File: config.mk
export PLATFORM = sky130hd
export DESIGN_NAME = crop_window_ctrl_flat
export DESIGN_NICKNAME = d
export VERILOG_FILES = /design/src/rtl/crop_window_ctrl_if.sv /design/src/rtl/crop_window_ctrl.sv /design/src/flat_wrapper.sv
export SDC_FILE = /design/constraint.sdc
export NUM_CORES = 1
export LEC_CHECK = 0
export CAP_MARGIN = 40
export CORE_MARGIN = 8
export CORE_UTILIZATION = 57
export DETAILED_ROUTE_END_ITERATION = 10
export PLACE_DENSITY = 0.78
export SYNTH_ARGS = -nofsm -noshare
export SYNTH_HDL_FRONTEND = slang
export SYNTH_SLANG_ARGS = --single-unit
export TNS_END_PERCENT = 50
File: constraint.sdc
create_clock -name iCLK -period 5.5 [get_ports iCLK]
set_clock_uncertainty 0.2 [all_clocks]
set_input_delay 0.55 -clock iCLK [delete_from_list [all_inputs] [get_ports iCLK]]
set_output_delay 0.55 -clock iCLK [all_outputs]
set_load 0.05 [all_outputs]
File: src/rtl/crop_window_ctrl_if.sv
// Pixel stream, control and result bundle for crop_window_ctrl.
// The slave side is the measurement block; the master side is the capture stream and its controller.
interface crop_window_ctrl_if;
  logic        iDVAL;
  logic [9:0]  iDATA;
  logic        iSTART;
  logic        iABORT;
  logic        oBUSY;
  logic        oDONE;
  logic        oFOUND;
  logic [15:0] oXSTART;
  logic [15:0] oXEND;
  logic [15:0] oYSTART;
  logic [15:0] oYEND;
  logic [7:0]  oFRAME_CNT;

  modport master (
    output iDVAL, iDATA, iSTART, iABORT,
    input  oBUSY, oDONE, oFOUND, oXSTART, oXEND, oYSTART, oYEND, oFRAME_CNT
  );

  modport slave (
    input  iDVAL, iDATA, iSTART, iABORT,
    output oBUSY, oDONE, oFOUND, oXSTART, oXEND, oYSTART, oYEND, oFRAME_CNT
  );
endinterface

File: src/rtl/crop_window_ctrl.sv
// Multi-frame dark-pixel bounding-box measurement inside a fixed ROI, with start/abort control.
// Optional feature macro: CROP_CTRL_MARGIN_EN pads a found box by MARGIN, clamped to the ROI.
module crop_window_ctrl #(
  parameter int H_ACTIVE   = 640,
  parameter int V_ACTIVE   = 480,
  parameter int ROI_X0     = 160,
  parameter int ROI_X1     = 480,
  parameter int ROI_Y0     = 120,
  parameter int ROI_Y1     = 190,
  parameter int DARK_TH    = 0,
  parameter int NUM_FRAMES = 4,
  parameter int MARGIN     = 8
) (
  input logic iCLK,
  input logic iRST,
  crop_window_ctrl_if.slave bus
);

  typedef enum logic [1:0] {IDLE, SYNC, MEASURE, DONE} state_t;

  localparam logic [15:0] X_LAST = 16'(H_ACTIVE - 1);
  localparam logic [15:0] Y_LAST = 16'(V_ACTIVE - 1);
  localparam logic [7:0]  FRAMES = 8'(NUM_FRAMES);
  localparam logic [9:0]  DARK   = 10'(DARK_TH);
  localparam logic [1:0][15:0] ROI_LO   = {16'(ROI_Y0), 16'(ROI_X0)};
  localparam logic [1:0][15:0] ROI_HI   = {16'(ROI_Y1), 16'(ROI_X1)};
  localparam logic [1:0][15:0] ROI_LAST = {16'(ROI_Y1 - 1), 16'(ROI_X1 - 1)};

  if (NUM_FRAMES < 1 || NUM_FRAMES > 255 || MARGIN < 0) begin : g_bad_param
    $error("crop_window_ctrl: NUM_FRAMES must be 1..255 and MARGIN non-negative");
  end

  state_t      state_reg, state_next;
  logic [15:0] x_reg, y_reg;
  logic [15:0] pos [2];
  logic        found_reg, found_next, pub_found_reg;
  logic [7:0]  frame_cnt_reg, cnt_next;
  logic [15:0] min_reg [2], max_reg [2], min_next [2], max_next [2];
  logic [15:0] pub_start_reg [2], pub_end_reg [2];
  logic        clear_acc, acc_en, frame_inc, publish, busy, done;
  logic        first_pixel, last_pixel, in_roi, hit;

  assign pos[0] = x_reg;
  assign pos[1] = y_reg;
  assign first_pixel = bus.iDVAL && (x_reg == 16'd0) && (y_reg == 16'd0);
  assign last_pixel  = bus.iDVAL && (x_reg == X_LAST) && (y_reg == Y_LAST);
  assign in_roi = (x_reg >= ROI_LO[0]) && (x_reg < ROI_HI[0]) &&
                  (y_reg >= ROI_LO[1]) && (y_reg < ROI_HI[1]);

  // Free-running raster position; it keeps counting in every state so SYNC can find frame starts.
  always_ff @(posedge iCLK) begin
    if (iRST) begin
      x_reg <= '0;
      y_reg <= '0;
    end else if (bus.iDVAL) begin
      if (x_reg == X_LAST) begin
        x_reg <= '0;
        y_reg <= (y_reg == Y_LAST) ? 16'd0 : y_reg + 16'd1;
      end else begin
        x_reg <= x_reg + 16'd1;
      end
    end
  end

  always_ff @(posedge iCLK) begin
    if (iRST) state_reg <= IDLE;
    else      state_reg <= state_next;
  end

  always_comb begin
    state_next = state_reg;
    clear_acc  = 1'b0;
    acc_en     = 1'b0;
    frame_inc  = 1'b0;
    publish    = 1'b0;
    busy       = 1'b0;
    done       = 1'b0;
    case (state_reg)
      IDLE: begin
        if (bus.iSTART && !bus.iABORT) state_next = SYNC;
      end
      SYNC: begin
        busy = 1'b1;
        if (bus.iABORT) begin
          state_next = IDLE;
        end else if (first_pixel) begin
          state_next = MEASURE;
          clear_acc  = 1'b1;
          acc_en     = 1'b1;
        end
      end
      MEASURE: begin
        busy = 1'b1;
        if (bus.iABORT) begin
          state_next = IDLE;
        end else begin
          acc_en = bus.iDVAL;
          if (last_pixel) begin
            frame_inc = 1'b1;
            if (frame_cnt_reg + 8'd1 == FRAMES) begin
              state_next = DONE;
              publish    = 1'b1;
            end
          end
        end
      end
      DONE: begin
        done       = 1'b1;
        state_next = IDLE;
      end
      default: state_next = IDLE;
    endcase
  end

  // The final pixel is folded in combinationally so the published box is valid in the DONE cycle.
  assign hit        = acc_en && in_roi && (bus.iDATA <= DARK);
  assign found_next = (found_reg && !clear_acc) || hit;
  assign cnt_next   = (clear_acc ? 8'd0 : frame_cnt_reg) + {7'd0, frame_inc};

  always_ff @(posedge iCLK) begin
    if (iRST) begin
      found_reg     <= 1'b0;
      frame_cnt_reg <= '0;
      pub_found_reg <= 1'b0;
    end else begin
      found_reg     <= found_next;
      frame_cnt_reg <= cnt_next;
      if (publish) pub_found_reg <= found_next;
    end
  end

  for (genvar gi = 0; gi < 2; gi++) begin : g_axis
    logic [15:0] min_base, max_base, pad_start, pad_end;

    assign min_base    = clear_acc ? 16'hFFFF : min_reg[gi];
    assign max_base    = clear_acc ? 16'h0000 : max_reg[gi];
    assign min_next[gi] = (hit && (pos[gi] < min_base)) ? pos[gi] : min_base;
    assign max_next[gi] = (hit && (pos[gi] > max_base)) ? pos[gi] : max_base;

`ifdef CROP_CTRL_MARGIN_EN
    localparam logic [16:0] PAD   = 17'(MARGIN);
    localparam logic [15:0] PAD16 = 16'(MARGIN);
    logic [16:0] lo_limit, hi_pad;
    assign lo_limit  = {1'b0, ROI_LO[gi]} + PAD;
    assign hi_pad    = {1'b0, max_next[gi]} + PAD;
    assign pad_start = ({1'b0, min_next[gi]} < lo_limit) ? ROI_LO[gi] : min_next[gi] - PAD16;
    assign pad_end   = (hi_pad > {1'b0, ROI_LAST[gi]}) ? ROI_LAST[gi] : hi_pad[15:0];
`else
    assign pad_start = min_next[gi];
    assign pad_end   = max_next[gi];
`endif

    always_ff @(posedge iCLK) begin
      if (iRST) begin
        min_reg[gi]       <= 16'hFFFF;
        max_reg[gi]       <= '0;
        pub_start_reg[gi] <= '0;
        pub_end_reg[gi]   <= '0;
      end else begin
        min_reg[gi] <= min_next[gi];
        max_reg[gi] <= max_next[gi];
        if (publish) begin
          pub_start_reg[gi] <= found_next ? pad_start : ROI_LO[gi];
          pub_end_reg[gi]   <= found_next ? pad_end   : ROI_LAST[gi];
        end
      end
    end
  end

  assign bus.oBUSY      = busy;
  assign bus.oDONE      = done;
  assign bus.oFOUND     = pub_found_reg;
  assign bus.oXSTART    = pub_start_reg[0];
  assign bus.oXEND      = pub_end_reg[0];
  assign bus.oYSTART    = pub_start_reg[1];
  assign bus.oYEND      = pub_end_reg[1];
  assign bus.oFRAME_CNT = frame_cnt_reg;

endmodule

File: src/flat_wrapper.sv
// flat-port wrapper written by rule: the top's interface ports become plain ports
module crop_window_ctrl_flat 
#(
  parameter int H_ACTIVE   = 640,
  parameter int V_ACTIVE   = 480,
  parameter int ROI_X0     = 160,
  parameter int ROI_X1     = 480,
  parameter int ROI_Y0     = 120,
  parameter int ROI_Y1     = 190,
  parameter int DARK_TH    = 0,
  parameter int NUM_FRAMES = 4,
  parameter int MARGIN     = 8
)
  (iCLK, iRST, bus_iDVAL, bus_iDATA, bus_iSTART, bus_iABORT, bus_oBUSY, bus_oDONE, bus_oFOUND, bus_oXSTART, bus_oXEND, bus_oYSTART, bus_oYEND, bus_oFRAME_CNT);
  crop_window_ctrl_if bus_i ();
  input logic iCLK;
  input logic iRST;
  input wire logic [$bits(bus_i.iDVAL)-1:0] bus_iDVAL;
  input wire logic [$bits(bus_i.iDATA)-1:0] bus_iDATA;
  input wire logic [$bits(bus_i.iSTART)-1:0] bus_iSTART;
  input wire logic [$bits(bus_i.iABORT)-1:0] bus_iABORT;
  output wire logic [$bits(bus_i.oBUSY)-1:0] bus_oBUSY;
  output wire logic [$bits(bus_i.oDONE)-1:0] bus_oDONE;
  output wire logic [$bits(bus_i.oFOUND)-1:0] bus_oFOUND;
  output wire logic [$bits(bus_i.oXSTART)-1:0] bus_oXSTART;
  output wire logic [$bits(bus_i.oXEND)-1:0] bus_oXEND;
  output wire logic [$bits(bus_i.oYSTART)-1:0] bus_oYSTART;
  output wire logic [$bits(bus_i.oYEND)-1:0] bus_oYEND;
  output wire logic [$bits(bus_i.oFRAME_CNT)-1:0] bus_oFRAME_CNT;
  assign bus_i.iDVAL = bus_iDVAL;
  assign bus_i.iDATA = bus_iDATA;
  assign bus_i.iSTART = bus_iSTART;
  assign bus_i.iABORT = bus_iABORT;
  assign bus_oBUSY = bus_i.oBUSY;
  assign bus_oDONE = bus_i.oDONE;
  assign bus_oFOUND = bus_i.oFOUND;
  assign bus_oXSTART = bus_i.oXSTART;
  assign bus_oXEND = bus_i.oXEND;
  assign bus_oYSTART = bus_i.oYSTART;
  assign bus_oYEND = bus_i.oYEND;
  assign bus_oFRAME_CNT = bus_i.oFRAME_CNT;
  crop_window_ctrl #(.H_ACTIVE(H_ACTIVE), .V_ACTIVE(V_ACTIVE), .ROI_X0(ROI_X0), .ROI_X1(ROI_X1), .ROI_Y0(ROI_Y0), .ROI_Y1(ROI_Y1), .DARK_TH(DARK_TH), .NUM_FRAMES(NUM_FRAMES), .MARGIN(MARGIN)) u_core (.iCLK(iCLK), .iRST(iRST), .bus(bus_i));
endmodule
==> results of run 1 <==
[tightest hold or removal path, cell delays in order, from the launching register on]
cell                      delay [ps]
sky130_fd_sc_hd__dfxtp_1         300
sky130_fd_sc_hd__inv_1            50
sky130_fd_sc_hd__o21ai_0          70
[through the flow]
stage	total power (W)	area (um^2)	setup slack, ps	hold WS [ps]	utilization (%)
3_5_place_dp	0.00162	9390	304	267	65.4
2_1_floorplan	0.00154	8280	991	251	-
6_report	0.00282	9990	645	276	69.5
4_1_cts	0.00284	9990	611	276	69.5
3_3_place_gp	0.00162	9380	311	256	65.3
5_1_grt	0.00291	9990	332	302	69.5
[cell usage in the layout, fill, tap and decap left out, types with 4 or more instances in the layout]
cell type / Yosys / routed
sky130_fd_sc_hd__a211oi_1: 7 / 7
sky130_fd_sc_hd__a21o_1: 10 / 10
sky130_fd_sc_hd__a21oi_1: 34 / 34
sky130_fd_sc_hd__and3_1: 8 / 8
sky130_fd_sc_hd__buf_4: 1 / 14
sky130_fd_sc_hd__bufinv_16: 0 / 4
sky130_fd_sc_hd__clkbuf_1: 26 / 7
sky130_fd_sc_hd__clkbuf_16: 0 / 17
sky130_fd_sc_hd__clkdlybuf4s50_1: 0 / 89
sky130_fd_sc_hd__dfxtp_1: 108 / 108
sky130_fd_sc_hd__edfxtp_1: 64 / 64
sky130_fd_sc_hd__ha_1: 73 / 73
sky130_fd_sc_hd__inv_1: 26 / 26
sky130_fd_sc_hd__mux2_2: 22 / 22
sky130_fd_sc_hd__mux2_4: 8 / 8
sky130_fd_sc_hd__mux2i_1: 5 / 5
sky130_fd_sc_hd__nand2_1: 73 / 73
sky130_fd_sc_hd__nand3_1: 20 / 19
sky130_fd_sc_hd__nand4_1: 25 / 25
sky130_fd_sc_hd__nor2_1: 156 / 156
sky130_fd_sc_hd__nor2b_1: 11 / 11
sky130_fd_sc_hd__nor3_1: 18 / 18
sky130_fd_sc_hd__nor4_1: 12 / 12
sky130_fd_sc_hd__o21ai_0: 25 / 24
sky130_fd_sc_hd__o31ai_1: 6 / 6
sky130_fd_sc_hd__or3_1: 4 / 4
sky130_fd_sc_hd__xnor2_1: 20 / 20
sky130_fd_sc_hd__xor2_1: 14 / 14
[metal layers]
metal | share of wire (%) | vias to the layer above | wire length, um
li1 | - | 3115 | -
met1 | 46 | 3030 | 9100
met2 | 44 | 223 | 8690
met3 | 7.3 | 34 | 1440
met4 | 1.9 | 0 | 372
met5 | 0 | - | 0
[path summary, 6_finish.rpt]
path              slack [ps]               from  depth (start not counted)                  endpoint
setup / recovery         650    u_core.x_reg[1]                         16  u_core.pub_end_reg[0][3]
hold / removal           280  u_core.bus.oFOUND                          2         u_core.bus.oFOUND
setup reg to reg         650    u_core.x_reg[1]                         16  u_core.pub_end_reg[0][3]
hold reg to reg          280  u_core.bus.oFOUND                          2         u_core.bus.oFOUND
[final cells by class]
cell class	count	area share [%]
flip-flops and latches	172	40.9
multi-input cells	597	39.7
repair buffers	104	10.2
clock buffers	24	4.52
well taps	184	2.31
clock inverters	8	1.44
inverters	26	0.977
[cell families after synthesis]
logic type      after synthesis  share of synthesized area (%)
fa+ha+maj                    73                           11.0
xor+xnor                     34                           3.60
flops                       172                           49.3
simple gates                353                           20.2
compound gates              101                           7.75
mux                          36                           5.18
buf+inv                      60                           2.92
[power by group]
group / switching, W / internal, W / total (W)
logic: 0.000165 / 0.0000753 / 0.000241
clock network: 0.000468 / 0.000758 / 0.00123
registers: 0.0000129 / 0.00134 / 0.00136
total: 0.000647 / 0.00218 / 0.00282
==> reports/results.env, run 1 <==
TRITONCTS='built'
VIAS_IN_THE_FIRST_GLOBAL_ROUTE=6155
DESIGN.FINAL.NETS=1006
ROW_COUNT=44
CTSHTREEMAXLEVEL=4
REGISTER_AREA_UM2=4080
CRITPATHTOPFAMILY='simple AND/OR/NAND/NOR gates'
YS_FF_LATCH=172
DRT_WL_TOTAL_MM=19.6
WORSTPATHCELLLIST='inv_1, ha_1, nor4bb_1, nand2_1, nor4_4, or2b_1, buf_4, nand2_1, ha_1, nand4_1, or2_2, a211oi_1, nor4_1, or3_1, mux2_1, a21oi_1'
FILLER_CELL_COUNT=1115
NUMCTSBUFFERS=17
ROUTED_WIRE_LENGTH_PER_INSTANCE_UM=17.6
POSTSYNTH.TOPFLOPCELL='sky130_fd_sc_hd__dfxtp_1'
TIMING.CRITICAL_PATH.BUF_INV=2
TIMING.SLEW.HEADROOM_PCT=45.7
RSZ0062_AT_GRT='no'
IR_DROP_V=0.000186
YOSYS.AREA.TOP_TYPE='sky130_fd_sc_hd__dfxtp_1'
DIE_HEIGHT_UM=137
CTS.HOLD.BUFFERS_ADDED=0
TIMING_HOLD_VIOLATIONS_FINAL=0
SYNTH_AREA_LEADERS='sky130_fd_sc_hd__dfxtp_1 (26%), sky130_fd_sc_hd__edfxtp_1 (23%), sky130_fd_sc_hd__ha_1 (11%)'
AREA_TAKEN_BY_MULTI_INPUT_LOGIC_GATES_UM2=3960
SYNTH-ASYNC-RESET-RATIO_PCT=0
ANTENNA_FOUND_INITIAL=0
INITIAL_UTILIZATION_PCT=57.6
CRITICALPATHCATEGORY='reg -> reg'
FP.DIEW_UM=137
DETAIL_ROUTE.FIRST_PASS.ITERATIONS=5
DP_CELLS=1083
SEQ_AREA_FRAC_SYNTH_PCT=49.3
CLOCK-SINKS=172
FINAL_CELL_COUNT_NO_FILL=1115
GRT_FIRST_PASS_WIRELENGTH_MM=31.9
CRIT_PATH_MAX_FANOUT=17
DETAILROUTE.VIA_COUNT=6402
GLOBAL_ROUTE.USAGE.MET3_PCT=6.09
POWER.LEAKAGE_nW=4.03
CTS_RESIZED=0
POWER.DENSITY_CELL_AREA_nW_PER_UM2=283
DETAILED_PLACE_HPWL_MM=13.7
TOTALNEGATIVESETUPSLACK_PS=0
GLOBAL_ROUTE.PEAK_USAGE_LAYER='met2'
N_ANTENNA_CELL=0
REMAINING_ANTENNA_VIOLATION_COUNT_AFTER_ROUTING=0
POSTSYNTHNETCOUNT=917
YOSYSUNIQUECELLTYPES=60
MAXCLOCKFREQUENCY_MHz=206
SYN_INST=829
MAX-CAP-VIOLATIONS=0
TIMING.CRITICAL_PATH.TO_TYPE='flip-flop'
POST_SYNTH_INSTANCE_AREA_UM2=8280
CORE_AREA_UM2=14400
SYNTH_ENABLE_FLOP_CELLS=64
TIMING.CRITICAL_PATH.REQUIRED_PS=5560
GRT_START_MAX_NET_PINS=40
SYNTHTOLAYOUTAREAGROWTH_PCT=20.6
CLOCK_PIN_SLEW_ON_THE_WORST_SETUP_AND_HOLD_PATHS_PS=60
DETAIL_ROUTE.VIAS_PER_CELL=5.74
FINALSETUPVIOLATIONS=0
YOSYSTOPAREACELLSHARE_PCT=26.1
OUTCOME='finished, final reports clean'
HP-CLASS='reg -> reg'
TIMING.CRITICAL_PATH.SLOWEST_CELL_DELAY_PS=560
CLOCK-ROOT-BUFFER='sky130_fd_sc_hd__clkbuf_16'
FLOORPLAN.IO_PINS=90
POST_ROUTE_CELLS_DRIVE_ABOVE_1_SHARE_PCT=9.24
SYNTH-WARNING-COUNT=0
CTS_POST_SETUP_BUFFERS_INSERTED=0
GRT_USAGE_PCT=21.8
FINALMAXSLEWVIOLATIONS=0
CLOCK_LATENCY_PS=430
POST-ROUTE-DRC-COUNT=0
TIMING.FINAL.CRIT_SHARE_PCT=88.3
DIE-AREA_UM2=18600
MAX-CLOCK-PATH-BUFFERS=2
CRITPATHLAUNCHTYPE='flip-flop'
TIMING_WORST_SLEW_PIN_VALUE_PS=812
STANDARD_CELL_WITH_THE_MAXIMUM_STAGE_DELAY_ON_THE_CRITICAL_PATH='sky130_fd_sc_hd__or3_1'
LEFTOVER_OVERFLOW_AT_THE_END_OF_GLOBAL_ROUTING=0
AVGSYNTHCELLAREA_UM2=9.99
FIN_CRIT_PS=4850
DETAIL_ROUTE.ITER0.VIOLATIONS=485
CRITICAL_PATH_ARRIVAL_PS=4920
MET1_USAGE_PCT=28.9
GPL.FINAL_WEIGHTED_CONGESTION=0.894
SYNTH_COMMONEST_CELLS='sky130_fd_sc_hd__nor2_1 (156), sky130_fd_sc_hd__dfxtp_1 (108), sky130_fd_sc_hd__ha_1 (73), sky130_fd_sc_hd__nand2_1 (73), sky130_fd_sc_hd__edfxtp_1 (64)'
PLACE.PORT_BUFFERS=89
GLOBAL_ROUTING_MET2_RESOURCE_UTILIZATION_PCT=33.4
SYNTH.MOST_COMMON_CELL='sky130_fd_sc_hd__nor2_1'
No activity file was read; power rests on OpenSTA's default activity.
==> run 2: changes to the inputs <==
- CORE_UTILIZATION: 57 -> 35
- PLACE_DENSITY: 0.78 -> 0.52
- RECOVER_POWER: unset -> 25
==> reports/results.env, run 2 (synthesis results as in run 1) <==
ANTENNA_FOUND_INITIAL=0  # unchanged
POWER.LEAKAGE_nW=4.08  # +1.2%
CORE_AREA_UM2=23300  # +62%
GRT_USAGE_PCT=15.4  # -6.4 points
CTS_RESIZED=0  # unchanged
DETAILROUTE.VIA_COUNT=6192  # -3.3%
DESIGN.FINAL.NETS=1008  # +0.20%
CLOCK-ROOT-BUFFER='sky130_fd_sc_hd__clkbuf_16'
REMAINING_ANTENNA_VIOLATION_COUNT_AFTER_ROUTING=0  # unchanged
DETAILED_PLACE_HPWL_MM=15.4  # +13%
TIMING.CRITICAL_PATH.SLOWEST_CELL_DELAY_PS=640  # +80 ps
ROW_COUNT=56  # +27%
CRITICAL_PATH_ARRIVAL_PS=4690  # -230 ps
RSZ0062_AT_GRT='no'
MAXCLOCKFREQUENCY_MHz=216  # +4.8%
FILLER_CELL_COUNT=2288  # +110%
FLOORPLAN.IO_PINS=90  # unchanged
HIGHEST_COUNT_CELLS_IN_THE_LAYOUT_IGNORING_FILL_AND_TAPS='sky130_fd_sc_hd__nor2_1 (156), sky130_fd_sc_hd__dfxtp_1 (108), sky130_fd_sc_hd__dlygate4sd3_1 (75)'
DETAIL_ROUTE.VIAS_PER_CELL=4.95  # -14%
PLACE.PORT_BUFFERS=89  # unchanged
N_ANTENNA_CELL=0  # unchanged
CLOCK_PIN_SLEW_ON_THE_WORST_SETUP_AND_HOLD_PATHS_PS=70  # about the same
FINAL_CELL_COUNT_NO_FILL=1252  # +12%
MAX-CAP-VIOLATIONS=0  # unchanged
CTS.HOLD.BUFFERS_ADDED=0  # unchanged
POST_ROUTE_CELLS_DRIVE_ABOVE_1_SHARE_PCT=9.97  # +0.73 points
CTSHTREEMAXLEVEL=4  # unchanged
FP.DIEW_UM=170  # +24%
DIE_HEIGHT_UM=170  # +24%
GRT_FIRST_PASS_WIRELENGTH_MM=34.8  # +9.2%
CRITPATHLAUNCHTYPE='primary input'
TIMING.CRITICAL_PATH.BUF_INV=4  # +2
MAX-CLOCK-PATH-BUFFERS=2  # unchanged
SYNTHTOLAYOUTAREAGROWTH_PCT=22.7
HP-CLASS='reg -> reg'
FINALMAXSLEWVIOLATIONS=0  # unchanged
TIMING_HOLD_VIOLATIONS_FINAL=0  # unchanged
CRITPATHTOPFAMILY='simple AND/OR/NAND/NOR gates'
CRIT_PATH_MAX_FANOUT=18  # +1
FINALSETUPVIOLATIONS=0  # unchanged
FIN_CRIT_PS=4630  # -223 ps
TIMING.CRITICAL_PATH.TO_TYPE='flip-flop'
DP_CELLS=1220  # +13%
TIMING.SLEW.HEADROOM_PCT=49.5  # +3.8 points
STANDARD_CELL_WITH_THE_MAXIMUM_STAGE_DELAY_ON_THE_CRITICAL_PATH='sky130_fd_sc_hd__nor3_1'
DETAIL_ROUTE.ITER0.VIOLATIONS=360  # -26%
GRT_START_MAX_NET_PINS=44  # +10%
CLOCK-SINKS=172  # unchanged
DRT_WL_TOTAL_MM=21.6  # +10%
WORSTPATHCELLLIST='dlygate4sd3_1, clkbuf_1, nand4_1, nor3_1, and3_1, nand3_1, nor3_1, nand3_2, buf_4, buf_4, nor2_1'
IR_DROP_V=0.000226  # +21%
TRITONCTS='built'
TIMING_WORST_SLEW_PIN_VALUE_PS=756  # -55.4 ps
OUTCOME='finished, final reports clean'
LEFTOVER_OVERFLOW_AT_THE_END_OF_GLOBAL_ROUTING=0  # unchanged
POST-ROUTE-DRC-COUNT=0  # unchanged
NUMCTSBUFFERS=17  # unchanged
CLOCK_LATENCY_PS=430  # about the same
TOTALNEGATIVESETUPSLACK_PS=0  # unchanged
DETAIL_ROUTE.FIRST_PASS.ITERATIONS=5  # unchanged
INITIAL_UTILIZATION_PCT=35.5  # -22 points
DIE-AREA_UM2=28800  # +55%
CRITICALPATHCATEGORY='in -> reg'
LAYOUT.CELLS.MOST_COMMON='sky130_fd_sc_hd__nor2_1'
CTS_POST_SETUP_BUFFERS_INSERTED=0  # unchanged
ROUTED_WIRE_LENGTH_PER_INSTANCE_UM=17.3  # -1.8%
GPL.FINAL_WEIGHTED_CONGESTION=0.818  # -8.5%
POWER.DENSITY_CELL_AREA_nW_PER_UM2=275  # -2.7%
TIMING.CRITICAL_PATH.REQUIRED_PS=5560  # about the same
TIMING.FINAL.CRIT_SHARE_PCT=84.2  # -4.1 points
VIAS_IN_THE_FIRST_GLOBAL_ROUTE=5947  # -3.4%
==> run 2: path summary, 6_finish.rpt <==
check / start / depth (start not counted) / end / slack [ps]
hold reg to reg: u_core.max_reg[0][9] / 2 / u_core.max_reg[0][9] / 290
setup reg to reg: u_core.x_reg[1] / 16 / u_core.pub_start_reg[0][5] / 940
setup / recovery: bus_iDVAL / 11 / u_core.pub_start_reg[0][15] / 870
hold / removal: u_core.max_reg[0][9] / 2 / u_core.max_reg[0][9] / 290
==> run 2: layout make-up <==
cell class,instances,area [um^2],area share (%)
Sequential cell,172,4080,40.2
Clock inverter,13,141,1.39
Multi-Input combinational cell,597,3960,39.0
Tap cell,319,399,3.93
Timing Repair Buffer,106,1030,10.1
Inverter,26,97.6,0.961
Clock buffer,19,443,4.36
==> run 2: metrics by stage <==
stage                     area, um^2  setup slack, ps  total power (W)  utilization, %  hold slack (ps)
after global routing           10200              456          0.00290            43.5              303
after floorplan                 8280              991          0.00154               -              251
after CTS                      10200              927          0.00284            43.5              287
final                          10200              869          0.00280            43.5              288
after global placement          9560              529          0.00163            41.0              262
after detailed placement        9580              500          0.00163            41.0              276
==> run 2: tightest hold or removal path: stages (launching register included) <==
cell and delay (ps):
sky130_fd_sc_hd__dfxtp_1 300, sky130_fd_sc_hd__nand2_1 90, sky130_fd_sc_hd__nor2_1 50
==> run 2: layer usage <==
layer  vias to the layer above  track usage, %  part of all wire [%]
li1                       3124               -                     -
met1                      2921            22.3                    52
met2                       123            22.2                    41
met3                        24            3.07                   4.8
met4                         0            5.81                   2.4
met5                         -               0                     0
==> run 2: where the power goes <==
part	internal (W)	switching, W	leakage, nW
registers	0.00134	0.0000109	1.48
clock network	0.000685	0.000522	0.285
logic	0.0000663	0.000168	2.31
==> run 3: changes to the inputs <==
- clock period: 5.5 -> 4.3 ns (I/O delays scaled with it)
==> reports/results.env, run 3 (synthesis results as in run 1) <==
GRT_START_MAX_NET_PINS=43  # -2.3%
GPL.FINAL_WEIGHTED_CONGESTION=0.810  # -0.91%
DIE_HEIGHT_UM=170  # unchanged
WORST_R2R_START='u_core.x_reg[10]'
CRIT_PATH_MAX_FANOUT=12  # -6
FINAL_UTIL_PCT=47.1  # +3.5 points
FIN_CRIT_PS=4070
VIAS_IN_THE_FIRST_GLOBAL_ROUTE=6579  # +11%
SETUP.REG_TO_REG.WORST_SLACK_PS=260  # -680 ps
CRITICAL_PATH_ARRIVAL_PS=4150  # -540 ps
TIMING_HOLD_VIOLATIONS_FINAL=0  # unchanged
MAX-CLOCK-PATH-BUFFERS=2  # unchanged
CLOCK_LATENCY_PS=430  # about the same
REMAINING_ANTENNA_VIOLATION_COUNT_AFTER_ROUTING=0  # unchanged
FINALSETUPVIOLATIONS=0  # unchanged
REGISTER_AREA_UM2=4080  # unchanged
TIMING.FINAL.CRIT_SHARE_PCT=94.7
NUMCTSBUFFERS=17  # unchanged
CORE_AREA_UM2=23300  # unchanged
IR_DROP_V=0.000216  # -4.2%
RSZ0062_AT_GRT='no'
HP-CLASS='reg -> reg'
LEFTOVER_OVERFLOW_AT_THE_END_OF_GLOBAL_ROUTING=0  # unchanged
MAXCLOCKFREQUENCY_MHz=246
DRT_WL_TOTAL_MM=22.7  # +5.2%
DIE-AREA_UM2=28800  # unchanged
INITIAL_UTILIZATION_PCT=35.5  # unchanged
GRT_FIRST_PASS_WIRELENGTH_MM=36.0  # +3.6%
REG2REG_DEPTH=15  # -1
HIGHEST_COUNT_CELLS_IN_THE_LAYOUT_IGNORING_FILL_AND_TAPS='sky130_fd_sc_hd__nor2_1 (156), sky130_fd_sc_hd__buf_4 (110), sky130_fd_sc_hd__dfxtp_1 (108)'
ANTENNA_FOUND_INITIAL=0  # unchanged
FINALMAXSLEWVIOLATIONS=0  # unchanged
PLACE.PORT_BUFFERS=89  # unchanged
POST_ROUTE_CELLS_DRIVE_ABOVE_1_SHARE_PCT=19.3  # +9.3 points
CLOCK-ROOT-BUFFER='sky130_fd_sc_hd__clkbuf_16'
CTSHTREEMAXLEVEL=4  # unchanged
FP.DIEW_UM=170  # unchanged
FINAL_CELL_COUNT_NO_FILL=1356  # +8.3%
OUTCOME='finished, final reports clean'
POST-ROUTE-DRC-COUNT=0  # unchanged
DETAILROUTE.VIA_COUNT=6517  # +5.2%
DP_CELLS=1322  # +8.4%
CTS.HOLD.BUFFERS_ADDED=0  # unchanged
POWER.LEAKAGE_nW=4.59  # +12%
TIMING.SLEW.HEADROOM_PCT=60.5  # +11 points
TRITONCTS='built'
N_ANTENNA_CELL=0  # unchanged
CRITPATHLAUNCHTYPE='primary input'
POWER.DENSITY_CELL_AREA_nW_PER_UM2=319  # +16%
MAX-CAP-VIOLATIONS=0  # unchanged
DESIGN.FINAL.NETS=1112  # +10%
TIMING_WORST_SLEW_PIN_VALUE_PS=586  # -170 ps
DETAILED_PLACE_HPWL_MM=16.9  # +9.4%
CLOCK-SINKS=172  # unchanged
LAYOUT.CELLS.MOST_COMMON='sky130_fd_sc_hd__nor2_1'
DETAIL_ROUTE.ITER0.VIOLATIONS=381  # +5.8%
CRITPATHCAPTURE='u_core.pub_end_reg[0][4]'
GRT_USAGE_PCT=16.1  # +0.63 points
CRITICALPATHCATEGORY='in -> reg'
CLOCK_PIN_SLEW_ON_THE_WORST_SETUP_AND_HOLD_PATHS_PS=60  # about the same
CP-STARTPOINT='bus_iDVAL'
DETAILED_PLACE.AREA_UM2=10400  # +8.6%
AREA_TAKEN_BY_MULTI_INPUT_LOGIC_GATES_UM2=4000  # +0.92%
FINALHOLDWORSTSLACK_PS=265  # -22.6 ps
FILLER_CELL_COUNT=2231  # -2.5%
DETAIL_ROUTE.FIRST_PASS.ITERATIONS=4  # -1
TIMING.CRITICAL_PATH.TO_TYPE='flip-flop'
DETAIL_ROUTE.VIAS_PER_CELL=4.81  # -2.8%
TIMING.CRITICAL_PATH.REQUIRED_PS=4380  # -1180 ps
R2R-END='u_core.pub_end_reg[0][4]'
REPORT.POWER.TOTAL_W=0.00350  # +25%
ROW_COUNT=56  # unchanged
FLOORPLAN.IO_PINS=90  # unchanged
SYNTHTOLAYOUTAREAGROWTH_PCT=32.7
FINALINSTANCEAREA_UM2=11000  # +8.1%
ROUTED_WIRE_LENGTH_PER_INSTANCE_UM=16.8  # -2.9%
run 3: changes by cell type in the layout (fill, tap and decap cells not counted), sizes merged:
cell | before | now
clkinvlp | 2 | 4
clkbuf | 20 | 23
clkdlybuf4s50 | 14 | 17
clkdlybuf4s15 | 1 | 0
inv | 29 | 27
buf | 15 | 119
clkinv | 6 | 5
dlygate4sd3 | 75 | 72
bufinv | 2 | 1
run 3: final cells by class:
class	count	area share, %
sequential	172	37.2
multi-input combinational	597	36.4
timing repair buffer	210	17.0
clock buffer	21	4.01
tap	319	3.63
clock inverter	11	0.888
inverter	26	0.888
run 3: worst min path at each step:
stage,start,endpoint,slack [ps],cells past startpoint
6_report,u_core.bus.oFOUND,u_core.bus.oFOUND,270,2
3_5_place_dp,u_core.bus.oFOUND,u_core.bus.oFOUND,270,2
5_1_grt,u_core.bus.oFOUND,u_core.bus.oFOUND,320,2
3_3_place_gp,u_core.bus.oFOUND,u_core.bus.oFOUND,260,2
2_1_floorplan,u_core.max_reg[0][10],u_core.max_reg[0][10],250,2
4_1_cts,u_core.bus.oFOUND,u_core.bus.oFOUND,280,2
run 3: worst max-delay path, cell delays in order:
cell and delay (ps):
sky130_fd_sc_hd__clkdlybuf4s50_1 530, sky130_fd_sc_hd__nor4b_2 280, sky130_fd_sc_hd__inv_1 130, sky130_fd_sc_hd__nor4_4 300, sky130_fd_sc_hd__or2b_1 300, sky130_fd_sc_hd__buf_12 160
sky130_fd_sc_hd__nand2_1 90, sky130_fd_sc_hd__ha_1 140, sky130_fd_sc_hd__nand4_1 140, sky130_fd_sc_hd__or2_2 350, sky130_fd_sc_hd__a211oi_1 190, sky130_fd_sc_hd__nor4_1 80
sky130_fd_sc_hd__or3_4 400, sky130_fd_sc_hd__buf_4 180, sky130_fd_sc_hd__mux2_2 290, sky130_fd_sc_hd__a21oi_1 150
run 3: routing by layer:
| layer | vias to the layer above | part of all wire [%] | global-route usage, % |
|---|---|---|---|
| met5 | - | 0 | 0 |
| met4 | 0 | 1.4 | 5.31 |
| met3 | 18 | 4.3 | 2.84 |
| met2 | 113 | 43 | 24.6 |
| met1 | 3055 | 51 | 22.4 |
| li1 | 3331 | - | - |
run 3: what timing repair did:
action | in CTS | in global routing
setup buffers | 0 | 2
resized for setup | 0 | 8
setup endpoints to repair | 0 | 59
run 3: stage by stage:
stage / TNS (ps) / worst slack (ps)
3_5_place_dp: -15510 / -367
2_1_floorplan: 0 / 12.8
3_3_place_gp: -15630 / -391
5_1_grt: 0 / 0.0981
6_report: 0 / 229
4_1_cts: 0 / 37.2
run 3: report_power, final:
part	internal (W)	switching [W]
Sequential	0.00172	0.0000116
Clock	0.000795	0.000649
Combinational	0.000105	0.000225
